==> config.mk <==
export PLATFORM = sky130hd
export DESIGN_NAME = weight_read_sequencer
export DESIGN_NICKNAME = d
export VERILOG_FILES = /design/src/rtl/weight_read_sequencer.sv
export SDC_FILE = /design/constraint.sdc
export NUM_CORES = 1
export LEC_CHECK = 0
export CAP_MARGIN = 40
export CORE_ASPECT_RATIO = 2
export CORE_UTILIZATION = 35
export DETAILED_ROUTE_END_ITERATION = 8
export GPL_ROUTABILITY_DRIVEN = 1
export PLACE_DENSITY = 0.86
export SLEW_MARGIN = 20
export SYNTH_ARGS = -nofsm -noshare
export SYNTH_HDL_FRONTEND = slang
export SYNTH_SLANG_ARGS = --single-unit
==> constraint.sdc <==
create_clock -name clk -period 4.6 [get_ports clk]
set_clock_uncertainty 0.05 [all_clocks]
set_input_delay 1.15 -clock clk [delete_from_list [all_inputs] [get_ports clk]]
set_output_delay 1.15 -clock clk [all_outputs]
set_load 0.02 [all_outputs]
==> src/rtl/weight_read_sequencer.sv <==
// Weight-read sequencer: walks one neuron pass over the weight memory and pairs each returned
// weight with its activation for the MAC. Define WEIGHT_SEQ_BIAS_EN to append a bias beat per pass.
module weight_read_sequencer #(
    parameter int unsigned          addressWidth = 10,
    parameter int unsigned          dataWidth    = 16,
    parameter int unsigned          numWeight    = 784,
    parameter logic [dataWidth-1:0] biasX        = 'h0100
) (
    input  logic                  clk,
    input  logic                  rst_n,
    input  logic                  start,
    output logic                  busy,
    output logic                  done,
    input  logic [dataWidth-1:0]  x_in,
    input  logic                  x_valid,
    output logic                  x_ready,
    output logic                  ren,
    output logic [addressWidth:0] raddr,
    input  logic [dataWidth-1:0]  wout,
    output logic [dataWidth-1:0]  o_x,
    output logic [dataWidth-1:0]  o_w,
    output logic                  o_valid,
    input  logic                  o_ready,
    output logic                  o_last
);

    localparam int unsigned   CW         = addressWidth + 1;
    localparam logic [CW-1:0] c_last_idx = CW'(numWeight - 1);

`ifdef WEIGHT_SEQ_BIAS_EN
    localparam bit c_bias_en = 1'b1;
    typedef enum logic [1:0] {S_IDLE, S_RUN, S_BIAS, S_DRAIN} state_t;
`else
    localparam bit c_bias_en = 1'b0;
    typedef enum logic [1:0] {S_IDLE, S_RUN, S_DRAIN} state_t;
`endif

    state_t               r_state;
    state_t               w_state_nxt;
    logic [CW-1:0]        r_cnt;
    logic [dataWidth-1:0] r_x;
    logic                 r_valid;
    logic                 r_last;
    logic                 r_done;

    logic w_slot_free;
    logic w_accept;
    logic w_bias_issue;
    logic w_load;
    logic w_out_hs;
    logic w_last_idx;

    // A read may only launch when the output slot is empty or draining this cycle, so wout
    // (held by the memory until the next ren) stays valid for the whole time a beat is stalled.
    always_comb begin
        w_slot_free  = !r_valid || o_ready;
        w_accept     = rst_n && (r_state == S_RUN) && x_valid && w_slot_free;
`ifdef WEIGHT_SEQ_BIAS_EN
        w_bias_issue = rst_n && (r_state == S_BIAS) && w_slot_free;
`else
        w_bias_issue = 1'b0;
`endif
        w_load       = w_accept || w_bias_issue;
        w_out_hs     = r_valid && o_ready;
        w_last_idx   = (r_cnt == c_last_idx);
    end

    assign x_ready = rst_n && (r_state == S_RUN) && w_slot_free;
    assign ren     = w_load;
    assign raddr   = r_cnt;
    assign busy    = (r_state != S_IDLE);
    assign done    = r_done;
    assign o_x     = r_x;
    assign o_w     = wout;
    assign o_valid = r_valid;
    assign o_last  = r_last;

    always_ff @(posedge clk or negedge rst_n) begin
        if (!rst_n) begin
            r_state <= S_IDLE;
        end else begin
            r_state <= w_state_nxt;
        end
    end

    // NOTE: every always_comb output gets a default first so no path leaves it unassigned (no latch).
    always_comb begin
        w_state_nxt = r_state;
        case (r_state)
            S_IDLE:  if (start) w_state_nxt = S_RUN;
`ifdef WEIGHT_SEQ_BIAS_EN
            S_RUN:   if (w_accept && w_last_idx) w_state_nxt = S_BIAS;
            S_BIAS:  if (w_bias_issue) w_state_nxt = S_DRAIN;
`else
            S_RUN:   if (w_accept && w_last_idx) w_state_nxt = S_DRAIN;
`endif
            S_DRAIN: if (w_out_hs) w_state_nxt = S_IDLE;
            default: w_state_nxt = S_IDLE;
        endcase
    end

    // NOTE: sequential state uses non-blocking assignments so every register samples pre-edge values.
    always_ff @(posedge clk or negedge rst_n) begin
        if (!rst_n) begin
            r_cnt   <= '0;
            r_x     <= '0;
            r_valid <= 1'b0;
            r_last  <= 1'b0;
            r_done  <= 1'b0;
        end else begin
            r_done <= (r_state == S_DRAIN) && w_out_hs;

            if ((r_state == S_IDLE) && start) begin
                r_cnt <= '0;
            end else if (w_accept) begin
                r_cnt <= r_cnt + CW'(1);
            end

            // With the bias beat enabled, the last weight beat no longer closes the pass.
            if (w_load) begin
                r_valid <= 1'b1;
                r_x     <= w_bias_issue ? biasX : x_in;
                r_last  <= w_bias_issue || (!c_bias_en && w_last_idx);
            end else if (w_out_hs) begin
                r_valid <= 1'b0;
            end
        end
    end

endmodule

## Word-level counts from Yosys, hierarchy flattened

Cells that the tools add are included.

| storage, ports and cells | value |
|---|---|
| input bits | 37 |
| logic and storage cells | 36 |
| output and inout port bits | 49 |
| bits in registers | 32 |

| cells by class | value |
|---|---|
| eq/ne operators | 6 |
| reduce and logical (&&, ||, !) cells | 15 |
| muxes and demuxes | 8 |
| add/sub/neg operators | 1 |

Operators by type and width:

| cell | count |
|---|---|
| $mux 11 | 2 |
| $add 11x1->11 const B | 1 |
| $eq 11x10->1 const B | 1 |
| $logic_and 1x1->1 | 8 |
| $mux 2 | 3 |
| $pmux 2 s3 | 1 |
| $reduce_bool 2->1 | 3 |
| $ne 2x2->1 const B | 2 |
| $reduce_and 3->1 | 1 |
| $eq 2x1->1 const B | 1 |
| $eq 2x2->1 const B | 1 |
| $logic_not 2->1 | 1 |
| $mux 1 | 2 |
| $ne 2x1->1 const B | 1 |
| $logic_not 1->1 | 1 |
| $logic_or 1x1->1 | 1 |

## Longest topological paths before layout

| logic depth | value |
|---|---|
| depth after elaboration | 7 |
| depth in mapped cells | 6 |
| mapped depth without buffers | 5 |

## Least setup slack after synthesis

OpenSTA, ideal clock, no wires.

| timing | value |
|---|---|
| kind | input to output |
| start point | input x_valid |
| end point | output ren |
| buffers on the path | 1 |
| arrival time | 1.730 ns |
| path slack | 1.670 ns |
| required time | 3.400 ns |
| cell stages on the path | 4 |
| path through | and4b_1 -> nand2_2 -> inv_2 -> buf_6 |

| on the way | value |
|---|---|
| longest elaborated chain between the ends | 2 |

RTL lines:

| item | line | source |
|---|---|---|
| start, declared | 15 | `input logic x_valid,` |
| $logic_and 1x1->1 (2 in a row) | 57 | `w_accept = rst_n && (r_state == S_RUN) && x_valid && w_slot_free;` |
| end, declared | 17 | `output logic ren,` |

No other way between the ends.

## Worst setup path in the final report

| timing | value |
|---|---|
| start point | input rst_n |
| end point | output ren |

| on the way | value |
|---|---|
| longest elaborated chain between the ends | 3 |

RTL lines:

| item | line | source |
|---|---|---|
| start, declared | 10 | `input logic rst_n,` |
| $logic_and 1x1->1 (3 in a row) | 57 |  |

No other way between the ends.

==> run metrics <==
Post-Synth Adder-Cell Area=less than 1%; postcts setup bufs=0; dpl hpwl=approximately 2.5 mm; total CTS buffers=5; total congestion overflow=0; Die X=roughly 49 µm; full die area=around 4700 µm²; RSZ-0062 raised after global routing=false; Initial DRT Pass Iterations=4; Unique masters post-synth=35; Synth Net Count=173; Worst Path Max Fanout=5; Inst Count DP=223; final hold violations=0; Hold WS=~0.45 ns; synthesized cell area=roughly 1500 µm²; Hold Path Class=reg -> reg; CTS tree=built; worst skew pair latency=0.28 ns; average routed wire per standard cell=between 10 and 15 µm; Post-Synth XOR/XNOR Area=approximately 1.7%; top_reg_cell synth=dfrtp_1; syn_area_per_cell=11.3 µm²; fmax=0.252 GHz; top cells by count, synth=dfrtp_1 (32), buf_4 (17), mux2_2 (16), nand2_1 (12), nor2_1 (8); post-route ant nets=0; # port buffers=53; synth top area cells=dfrtp_1 (52%), mux2_2 (12%), buf_4 (8.3%); PD cells=~430 nW/µm²; CP cell instances=clkdlybuf4s50_1, and4b_1, nand2_2, inv_2, clkdlybuf4s50_1; Synth Area in Compound Gates=under 10%; status=finished, final reports clean; Site Rows=33; crit path launch type=input pin; # IOs=86; Post-CTS Resized=0; setup_tns=0 ns; CTS Buffer Depth=2; most frequent cell after synthesis=dfrtp_1; Clock Sinks=32; CP endpoint kind=output port; Final setup viols=0; Max Cap Viol=0; Tightest Pin Transition=0.413 ns; total routed wirelength=~3.4 mm; cell taking the most area after synthesis=dfrtp_1; synthesized flop and latch total=32; vias in the first global route=1157; Nets=around 220; H-tree levels=2; fin crit period=approximately 4.0 ns; Placer Congestion=roughly 0.83; Slowest Stage Delay on Critical Path=slightly below 0.6 ns; synth warn=0; main combinational cell family by area after synthesis=simple AND/OR/NAND/NOR gates; Area Growth Syn to Fin=36.8%; dpl cell area=2000 µm²; drt drc=0; Initial Util=about 37%; share of layout cells above drive strength 1=15.7%; via count=roughly 1100; Seq/Total Area, Yosys=a little over half; Simple-Gate Fraction of Synth Area=between 10% and 20%; post-route non-filler standard cell count=230; Root Buffer=clkbuf_8; Post-synth EDFFs=0; mux cell area share after synthesis=between 10% and 20%; Data arrival, critical path=2.76 ns; initial antenna violation count=0; CP most frequent cell=clkdlybuf4s50_1; largest net degree at the start of global routing=34; worst vdd ir=304 µV; clock slew at reported path FFs=0.06 ns; CP required=between 3 and 4 ns; hold_buf cts=0; Final Cycle Share=between 80 and 90%; Async SR Flop Fraction=100%; Detailed Route Iter0 Violations=24; post-route design area=2090 µm²; core box area=a little over 4000 µm²; Via density=about 5; Syn Inst Count=135; # diodes=0; critical path class=in -> out; post-synth top area share=a little over half; headroom to the max-slew limit=72.5%; Slew Limit Fails=0; P_leak=slightly below 0.9 nW; Total GRT Usage=approximately 16%; height of the die=95.5 µm; CP max stage cell=clkdlybuf4s50_1; global-route wire length before repair=5.45 mm
==> state kept, by name, summed over array words and instances, names as in the netlist <==
name     count
o_last       1
done         1
o_x         16
o_valid      1
raddr       11
r_state      2
==> cells in the final DEF (no fill, tap or decap), types with 3 or more instances in the layout <==
master,netlist,routed
clkdlybuf4s50_1,0,53
dfrtp_1,32,32
mux2_2,16,16
nand2_1,12,12
nor2_1,8,8
clkbuf_8,0,7
nand3_1,5,5
nand4_1,4,4
and2_1,3,3
a21oi_1,3,3
==> through the flow <==
step,setup WS (ns),util (%),total power [mW]
after floorplan,1.67,-,0.539
after global placement,0.621,48.3,0.664
after detailed placement,0.630,48.3,0.668
after CTS,0.623,50.7,0.900
after global routing,0.569,50.7,0.937
final,0.637,50.7,0.892
==> power by group <==
group	leakage [nW]	switching (mW)	total [mW]	internal, mW
Sequential	0.397	0.0515	0.383	0.331
Combinational	0.433	0.132	0.280	0.148
Clock	0.0503	0.0967	0.230	0.133
Total	0.880	0.280	0.892	0.612
==> cell type report <==
class	count	area, µm²
clock buffer	7	96.3
fill	379	2040
inverter	2	7.51
multi-input combinational	82	577
sequential	32	801
tap	52	65.1
timing repair buffer	55	546
==> critical path, delay by kind of cell <==
kind,cells,cell delay [ns]
buffers and inverters,3,1.19
AND/OR/NAND/NOR,2,0.42
==> layer usage <==
layer  global-route usage [%]  routed length, µm  part of all wire [%]  vias to the layer above
met4                     10.5                 82                   2.4                        0
met1                     17.9               1320                    39                      555
li1                         -                  -                     -                      540
met3                     2.07                148                   4.4                        7
met2                     26.6               1850                    55                       39
met5                        0                  0                     0                        -
==> final timing paths <==
| kind | startpoint | depth (start not counted) | slack, ns | endpoint |
|---|---|---|---|---|
| setup / recovery | rst_n | 5 | 0.64 | ren |
| hold / removal | o_x[14]$_DFFE_PN0P_ | 1 | 0.45 | o_x[14]$_DFFE_PN0P_ |
| setup reg to reg | r_state[1]$_DFFE_PN0P_ | 5 | 2.76 | o_x[11]$_DFFE_PN0P_ |
| hold reg to reg | o_x[14]$_DFFE_PN0P_ | 1 | 0.45 | o_x[14]$_DFFE_PN0P_ |
| max in group asynchronous | rst_n | 2 | 2.90 | o_x[6]$_DFFE_PN0P_ |
| min in group asynchronous | rst_n | 2 | 1.29 | raddr[9]$_DFFE_PN0P_ |
==> logic make-up after synthesis <==
kind of cell,count (synthesis)
DFF,32
muxes,18
xor gates and xnor gates,3
and+or+nand+nor,50
AOI/OAI and AO/OA,10
adders and majority gates,1
buffers and inverters,21
No activity file was read; power rests on OpenSTA's default activity.
